File: src/rtl/fgba_pkg.sv
// Shared definitions for the cartridge loader and its memory-side neighbours.
package fgba_pkg;

    // Loader control states.
    typedef enum logic [2:0] {
        StIdle,
        StLen,
        StData,
        StWrite,
        StDone
    } loader_state_t;

    // Byte address of the first pak word and the size of the pak window in words.
    localparam logic [31:0] PAK_BASE  = 32'h0800_0000;
    localparam int unsigned PAK_WORDS = 1 << 23;

endpackage

File: src/rtl/rom_loader_word_assembler.sv
// Packs a byte stream into little-endian 32-bit words for the ROM loader.
module word_assembler (
    input  logic        clk_i,
    input  logic        rst_i,
    input  logic        clear_i,
    input  logic        push_i,
    input  logic        flush_i,
    input  logic [7:0]  data_i,
    output logic [31:0] word_o,
    output logic        full_o
);

    logic [1:0]  idx_q, idx_d;
    logic [31:0] word_q, word_d;

    // Next-state: clear zeroes the word so a short final word is zero-padded.
    always_comb begin
        idx_d  = idx_q;
        word_d = word_q;
        if (clear_i) begin
            idx_d  = 2'd0;
            word_d = 32'h0;
        end else if (push_i) begin
            word_d[8*idx_q +: 8] = data_i;
            idx_d                = idx_q + 2'd1;
        end
    end

    // Byte index and packing register.
    always_ff @(posedge clk_i) begin
        if (rst_i) begin
            idx_q  <= 2'd0;
            word_q <= 32'h0;
        end else begin
            idx_q  <= idx_d;
            word_q <= word_d;
        end
    end

    assign word_o = word_q;
    // The word is complete on the fourth byte or on the image's last byte.
    assign full_o = push_i & ((idx_q == 2'd3) | flush_i);

endmodule

File: src/rtl/rom_loader.sv
// Streams a length-prefixed cartridge image from a byte source into pak RAM.
module rom_loader
    import fgba_pkg::*;
#(
    parameter logic [31:0] MAX_BYTES = 32'h0200_0000
) (
    input  logic        clk,
    input  logic        rst,
    input  logic        start,
    input  logic [7:0]  rx_data,
    input  logic        rx_valid,
    output logic        rx_ready,
    output logic        rpg,
    output logic [22:0] rpg_addr,
    output logic [31:0] rpg_data,
    output logic        rpg_write,
    output logic        busy,
    output logic        done,
    output logic        err
);

    loader_state_t state_q, state_d;

    logic [1:0]  hdr_idx_q, hdr_idx_d;
    logic [23:0] len_q, len_d;         // low three header bytes, shifted in
    logic [31:0] remaining_q, remaining_d;
    logic [22:0] waddr_q, waddr_d;
    logic        err_q, err_d;

    logic rx_ready_q, rx_ready_d;
    logic rpg_q, rpg_d;
    logic rpg_write_q, rpg_write_d;
    logic busy_q, busy_d;
    logic done_q, done_d;

    logic        accept;
    logic [31:0] len_full;
    logic        wa_clear;
    logic        wa_push;
    logic        wa_flush;
    logic        wa_full;

    // rx_ready is registered and high exactly in LEN/DATA, so it qualifies transfers.
    assign accept   = rx_valid & rx_ready_q;
    assign len_full = {rx_data, len_q};

    // Fresh word on every entry into DATA (and on a new load).
    assign wa_clear = ((state_d == StData) && (state_q != StData)) ||
                      ((state_q == StIdle) && start);
    assign wa_push  = accept && (state_q == StData);
    assign wa_flush = (remaining_q == 32'd1);

    word_assembler u_word_assembler (
        .clk_i   (clk),
        .rst_i   (rst),
        .clear_i (wa_clear),
        .push_i  (wa_push),
        .flush_i (wa_flush),
        .data_i  (rx_data),
        .word_o  (rpg_data),
        .full_o  (wa_full)
    );

    // State register.
    always_ff @(posedge clk) begin
        if (rst) begin
            state_q <= StIdle;
        end else begin
            state_q <= state_d;
        end
    end

    // Next-state logic.
    always_comb begin
        state_d = state_q;
        unique case (state_q)
            StIdle: begin
                if (start) begin
                    state_d = StLen;
                end
            end
            StLen: begin
                if (accept && (hdr_idx_q == 2'd3)) begin
                    if (len_full == 32'd0) begin
                        state_d = StDone;
                    end else if (len_full > MAX_BYTES) begin
                        state_d = StIdle;
                    end else begin
                        state_d = StData;
                    end
                end
            end
            StData: begin
                if (wa_full) begin
                    state_d = StWrite;
                end
            end
            StWrite: begin
                state_d = (remaining_q == 32'd0) ? StDone : StData;
            end
            StDone: begin
                state_d = StIdle;
            end
            default: begin
                state_d = StIdle;
            end
        endcase
    end

    // Registered outputs follow the state being entered.
    always_comb begin
        rx_ready_d  = (state_d == StLen) || (state_d == StData);
        rpg_d       = (state_d == StLen) || (state_d == StData) || (state_d == StWrite);
        rpg_write_d = (state_d == StWrite);
        busy_d      = (state_d != StIdle);
        done_d      = (state_d == StDone);
    end

    // Header capture, byte/word counters and the sticky error flag.
    always_comb begin
        hdr_idx_d   = hdr_idx_q;
        len_d       = len_q;
        remaining_d = remaining_q;
        waddr_d     = waddr_q;
        err_d       = err_q;
        unique case (state_q)
            StIdle: begin
                if (start) begin
                    hdr_idx_d   = 2'd0;
                    len_d       = 24'h0;
                    remaining_d = 32'd0;
                    waddr_d     = 23'd0;
                    err_d       = 1'b0;
                end
            end
            StLen: begin
                if (accept) begin
                    hdr_idx_d = hdr_idx_q + 2'd1;
                    len_d     = {rx_data, len_q[23:8]};
                    if (hdr_idx_q == 2'd3) begin
                        if (len_full > MAX_BYTES) begin
                            err_d = 1'b1;
                        end else begin
                            remaining_d = len_full;
                        end
                    end
                end
            end
            StData: begin
                if (accept) begin
                    remaining_d = remaining_q - 32'd1;
                end
            end
            StWrite: begin
                // MAX_BYTES bounds the word count, so this never wraps mid-image.
                waddr_d = waddr_q + 23'd1;
            end
            default: begin
            end
        endcase
    end

    // Datapath and output registers.
    always_ff @(posedge clk) begin
        if (rst) begin
            hdr_idx_q   <= 2'd0;
            len_q       <= 24'h0;
            remaining_q <= 32'd0;
            waddr_q     <= 23'd0;
            err_q       <= 1'b0;
            rx_ready_q  <= 1'b0;
            rpg_q       <= 1'b0;
            rpg_write_q <= 1'b0;
            busy_q      <= 1'b0;
            done_q      <= 1'b0;
        end else begin
            hdr_idx_q   <= hdr_idx_d;
            len_q       <= len_d;
            remaining_q <= remaining_d;
            waddr_q     <= waddr_d;
            err_q       <= err_d;
            rx_ready_q  <= rx_ready_d;
            rpg_q       <= rpg_d;
            rpg_write_q <= rpg_write_d;
            busy_q      <= busy_d;
            done_q      <= done_d;
        end
    end

    assign rx_ready  = rx_ready_q;
    assign rpg       = rpg_q;
    assign rpg_addr  = waddr_q;
    assign rpg_write = rpg_write_q;
    assign busy      = busy_q;
    assign done      = done_q;
    assign err       = err_q;

endmodule

File: config.mk
export PLATFORM = sky130hd
export DESIGN_NAME = rom_loader
export DESIGN_NICKNAME = d
export VERILOG_FILES = /design/src/rtl/fgba_pkg.sv /design/src/rtl/rom_loader_word_assembler.sv /design/src/rtl/rom_loader.sv
export SDC_FILE = /design/constraint.sdc
export NUM_CORES = 1
export LEC_CHECK = 0
export ABC_AREA = 1
export BUFFER_PORTS_ARGS = -buffer_cell sky130_fd_sc_hd__buf_2
export CAP_MARGIN = 20
export CORE_MARGIN = 3
export CORE_UTILIZATION = 45
export CTS_CLUSTER_SIZE = 30
export DETAILED_ROUTE_END_ITERATION = 16
export PLACE_DENSITY_LB_ADDON = 0.25
export SLEW_MARGIN = 20
export SYNTH_ARGS = -nofsm -noshare
export SYNTH_HDL_FRONTEND = slang
export SYNTH_SLANG_ARGS = --single-unit
File: constraint.sdc
create_clock -name clk -period 5.1 [get_ports clk]
set_input_delay 1.02 -clock clk [delete_from_list [all_inputs] [get_ports clk]]
set_output_delay 1.02 -clock clk [all_outputs]
set_load 0.005 [all_outputs]
; After elaboration in Yosys (flattened, before gate mapping)
; Cells that the tools add are included.
[totals]
regBits = 124
latch_bits = 0
mem_bits_rw = 0
rom_bits = 0
inputBits = 12
n_memories = 0
[op_classes]
add_sub_neg = 5
multipliers = 0
div = 0
n_lt_le_gt_ge = 1
n_eq_ne = 17
n_shift = 2
mux = 27
bitwise_logic = 3
reduce_logical = 19
[ops]
columns = cell, n
row1 = two-way mux 32 bit, 5
row2 = case mux 32 bit (3 select lines), 1
row3 = zero test 32 bit, 2
row4 = two-way mux 24 bit, 2
row5 = case mux 24 bit (2 select lines), 1
row6 = case mux 23 bit (2 select lines), 1
row7 = negation 5 -> 34 bit, 1
row8 = variable shift 8 x 34 -> 32 bit (first input constant), 1
row9 = indexed part select 8 x 34 -> 32 bit, 1
row10 = bitwise mux 32 bit, 1
row11 = == test 32 x 1 -> 1 bit (second input constant), 1
row12 = > comparator 32 x 26 -> 1 bit (second input constant), 1
row13 = subtractor 32 x 1 -> 32 bit (second input constant), 1
row14 = adder 23 x 1 -> 23 bit (second input constant), 1
row15 = two-way mux 23 bit, 1
row16 = two-way mux 3 bit, 5
row17 = == test 3 x 2 -> 1 bit (second input constant), 4
row18 = != test 2 bit (second input constant), 6
row19 = case mux 3 bit (4 select lines), 1
row20 = == test 3 x 1 -> 1 bit (second input constant), 2
row21 = two-way mux 2 bit, 3
row22 = AND reduction 6 bit, 1
row23 = nonzero test 3 bit, 2
row24 = AND reduction 5 bit, 1
row25 = 16 further kinds, 28

; Depth between registers and ports, before layout
[logic_depth]
word_depth = 9
ltp_mapped = 14
depth_no_buf = 13

; Hierarchy
; Synthesis repeated with hierarchy kept, for this count alone.
[unflattened]
cells_unflattened = 1058
area_unflattened_um2 = 6799.0
[modules_own_cells]
columns = module, instances, cells_per_inst, area_per_inst_um2
row1 = rom_loader, 1, 850, 5216.3
row2 = word_assembler, 1, 208, 1582.8

; Worst setup path after synthesis
; OpenSTA, ideal clock, no wires.
[synth_path]
path_kind = input to register
start = input rx_data[6]
end = register remaining_q[23]
setup_time_ps = 113
t_arrival_ps = 2145
t_required_ps = 4987
path_slack_ps = 2842
path_stages = 13
path_buffers = 1
path_cell_list = inv_1 -> nand2_1 -> nor2_1 -> nand2_1 -> nor2_1 -> nand2_1 -> nand2_1 -> nand2_1 -> nand2_2 -> buf_2 -> nand3_1 -> nor2_1 -> nor2_1
[synth_between]
elab_chain_len = 3
[synth_rtl]
columns = item, line
row1 = from (decl), rom_loader.sv:10  ; input logic [7:0] rx_data,
row2 = > comparator 32 x 26 -> 1 bit, rom_loader.sv:141  ; if (len_full > MAX_BYTES) begin
row3 = != test 2 bit (no line), --
row4 = AND reduction 6 bit (no line), --
row5 = to (signal assigned), rom_loader.sv:179  ; remaining_q <= remaining_d;
row6 = to (decl), rom_loader.sv:26  ; logic [31:0] remaining_q, remaining_d;
; Every way passes these cells.
; A chain may end at the register's enable or synchronous reset.

; Worst setup path after layout
[layout_path]
start = register state_q[1]
end = register remaining_q[7]
[layout_between]
elab_chain_len = 3
elab_cells_between_ends = 11
[layout_rtl]
columns = item, line
row1 = from (decl), rom_loader.sv:22  ; loader_state_t state_q, state_d;
row2 = from (signal assigned), rom_loader.sv:67  ; state_q <= StIdle;
row3 = from (signal assigned), rom_loader.sv:69  ; state_q <= state_d;
row4 = == test 3 x 1 -> 1 bit (tied with other cells), rom_loader.sv:126  ; unique case (state_q)
row5 = != test 2 bit (no line) or nonzero test 3 bit (tied branches), --
row6 = AND reduction 6 bit (no line), --
; Several ways; a longest one is shown, not always the timed one.

==> results_dict.tcl <==
set metrics [dict create \
    status "complete, no violations" \
    min_period_over_period_pct 57.3 \
    yosysWarningCount 0 \
    hold_viol 0 \
    htreeDepth 4 \
    viasPerCell 5.23 \
    holdWs_ns 0.477 \
    pwr_density_cell_mw_per_mm2 356 \
    drc 0 \
    grt.overflow.total 0 \
    wl_mm 18.5 \
    ys_top_cells_by_count "218 x nand2_1, 190 x nor2_1, 124 x dfxtp_1" \
    ys_seq_area_share_pct 35.8 \
    synth.most_common_cell "nand2_1" \
    dp_hpwl_mm 12.9 \
    cpPeakStageDelay_ns 0.80 \
    crit_path_cell_trace "nor3_4 -> inv_2 -> nor2_1 -> inv_1 -> o31ai_1 -> nor2_2 -> nand2_8 -> nand2_1 -> nand2_1 -> nor2_1" \
    synth_edf_count 0 \
    syn-instance-count 1066 \
    critPathSlowestCell "nor2_2" \
    initialDrtViolationCount 555 \
    fin_tns_setup_ns 0 \
    synthFlopType "dfxtp_1" \
    clk_pin_slew_worst_paths_ns 0.06 \
    fin_ws_ns 2.18 \
    post_cts_buffers 0 \
    worst_slew_pin_slew_ns 1.05 \
    ctsResizeCount 0 \
    cellLeakagePower_nw 3.50 \
    io_pins 73 \
    fin_cells 1313 \
    grt_pass1_vias 6491 \
    dr.pass1.iters 5 \
    drive_gt1_share_pct 14.3 \
    yosysTopAreaCell "dfxtp_1" \
    yosys-top-cells-area "dfxtp_1 36%, nand2_1 12%, nor2_1 10%, o21ai_0 7.7%, inv_1 6.5%" \
    p_total_mw 2.80 \
    chipWidth_um 130 \
    max_freq_mhz 342 \
    synth-xor-area-share_pct 0.253 \
    track_usage_pct 22.9 \
    dp.cells 1281 \
    finalSetupViolCount 0 \
    antenna_found_initial 0 \
    numCtsBuffers 17 \
    io_buffers 72 \
    area_delta_synth_final_pct 13.7 \
    num_vias 6863 \
    cp.arrival_ns 3.27 \
    cts-root-buf "clkbuf_16" \
    synthAdderAreaFrac_pct 1.81 \
    dieArea_mm2 0.0169 \
    report.final.slew_viol_count 0 \
    n_antenna_cell 0 \
    max-vdd-ir-drop_uv 255 \
    final_area_mm2 0.00787 \
    r2r_slack_ns 2.18 \
    clock-sinks 124 \
    grt_pass1_wl_mm 31.6 \
    gp_congestion 0.867 \
    synth_nets 1088 \
    criticalPathCategory "register to register" \
    cap_violations 0 \
    grt_max_degree 51 \
    min_period_ns 2.92 \
    cp-end-kind "register" \
    post_drt_wl_per_cell_um 14.1 \
    yosys.area_share.simple_pct 35.6 \
    post-place-ws_ns 2.11 \
    cp-start-kind "register" \
    initial_core_util_pct 46.8 \
    nNetsFinal 1138 \
    required_ns 5.45 \
    synth_top_family_by_area "simple AND/OR/NAND/NOR gates" \
    cts_tree "done" \
    clock_skew_ns 0.00913 \
    synth_top_area_share_pct 35.8 \
    clock_path_buffers 2 \
    cp_max_fo 43 \
    dieHeight_um 130 \
    syn-cell-area_mm2 0.00693 \
    async_flop_share_pct 0 \
    rsz0062_at_grt "no" \
    utilization_pct 53.2 \
    ys_seq_elements 124 \
    relSlewSlack_pct 29.6 \
    avgSynthCellArea_um2 6.50 \
    cts_hold_buffers 0 \
    synth_compound_area_share_pct 15.8 \
    drtAntennaViolNets 0 \
    synthMuxAreaShare_pct 0 \
    clk_latency_ns 0.42 \
    synth.distinct_cells 44 \
    placed_area_mm2 0.00727 \
    hold_class "register to register" \
    core_area_mm2 0.0148 \
    rows 44 \
]
final cells by class:
class,count,area [um^2]
Tap cell,184,230
Sequential cell,124,2480
Clock inverter,15,176
Clock buffer,17,425
Fill cell,1519,6940
Timing Repair Buffer,74,375
Inverter,126,480
Multi-Input combinational cell,773,3700
state kept, by name (all words and copies together), names as in the netlist:
signal                   cells
remaining_q                 32
u_word_assembler.word_o     32
len_q                       24
rpg_addr                    23
state_q                      3
hdr_idx_q                    2
u_word_assembler.idx_q       2
busy                         1
done                         1
err                          1
rpg                          1
rpg_write                    1
rx_ready                     1
path summary, 6_finish.rpt:
kind | depth (start not counted) | to | from
setup reg to reg | 10 | remaining_q[7]$_SDFFE_PP0P_ | state_q[1]$_SDFF_PP0_
setup / recovery | 10 | remaining_q[7]$_SDFFE_PP0P_ | state_q[1]$_SDFF_PP0_
hold reg to reg | 2 | len_q[3]$_SDFFE_PP0P_ | len_q[3]$_SDFFE_PP0P_
hold / removal | 2 | len_q[3]$_SDFFE_PP0P_ | len_q[3]$_SDFFE_PP0P_
worst max-delay path, delay by kind of cell (launching register included):
family | cells | cell delay (ns)
DFF | 1 | 0.45
AOI/OAI and AO/OA | 1 | 0.09
buffers and inverters | 2 | 0.64
and+or+nand+nor | 7 | 1.62
layout by cell type, fill, tap and decap left out, types with 2 or more instances in the layout:
cell type	Yosys	final
a221oi_1	2	2
ha_1	10	10
nand4_1	10	10
o22ai_1	7	7
inv_8	0	2
nand3_1	60	60
nor2_8	2	2
nand3b_1	7	7
bufinv_16	0	2
clkinvlp_4	0	2
nand2_1	218	218
nor4_1	8	8
nor2_1	190	189
nand2_2	4	4
inv_4	3	3
dfxtp_1	124	124
buf_2	9	72
a31o_2	2	2
clkinv_4	0	2
nor2_2	25	26
and3_1	2	2
a211oi_1	5	5
buf_4	2	2
xor2_1	2	2
o31ai_1	2	2
inv_2	2	3
o21ai_0	106	106
nor2_4	6	6
inv_1	120	120
or2_2	3	3
nand2_4	2	2
inv_6	0	7
nor3_1	13	13
clkbuf_16	0	17
a21oi_1	76	76
power by group:
part	leakage [nW]	internal (mW)	total (mW)	switching (mW)
Sequential	1.01	1.02	1.06	0.0435
Clock	0.290	0.738	1.25	0.508
Combinational	2.20	0.146	0.493	0.347
Total	3.50	1.90	2.80	0.899
routing by layer:
layer | wire (um) | part of all wire, % | GRT usage [%]
met1 | 8660 | 47 | 31.0
met2 | 8530 | 46 | 36.7
met3 | 978 | 5.3 | 4.79
met4 | 359 | 1.9 | 7.33
met5 | 0 | 0 | 0
logic make-up after synthesis:
family	Yosys count
simple gates	555
xor+xnor	2
compound gates	206
buf+inv	169
flops	124
fa+ha+maj	10
No activity file was read; power rests on OpenSTA's default activity.
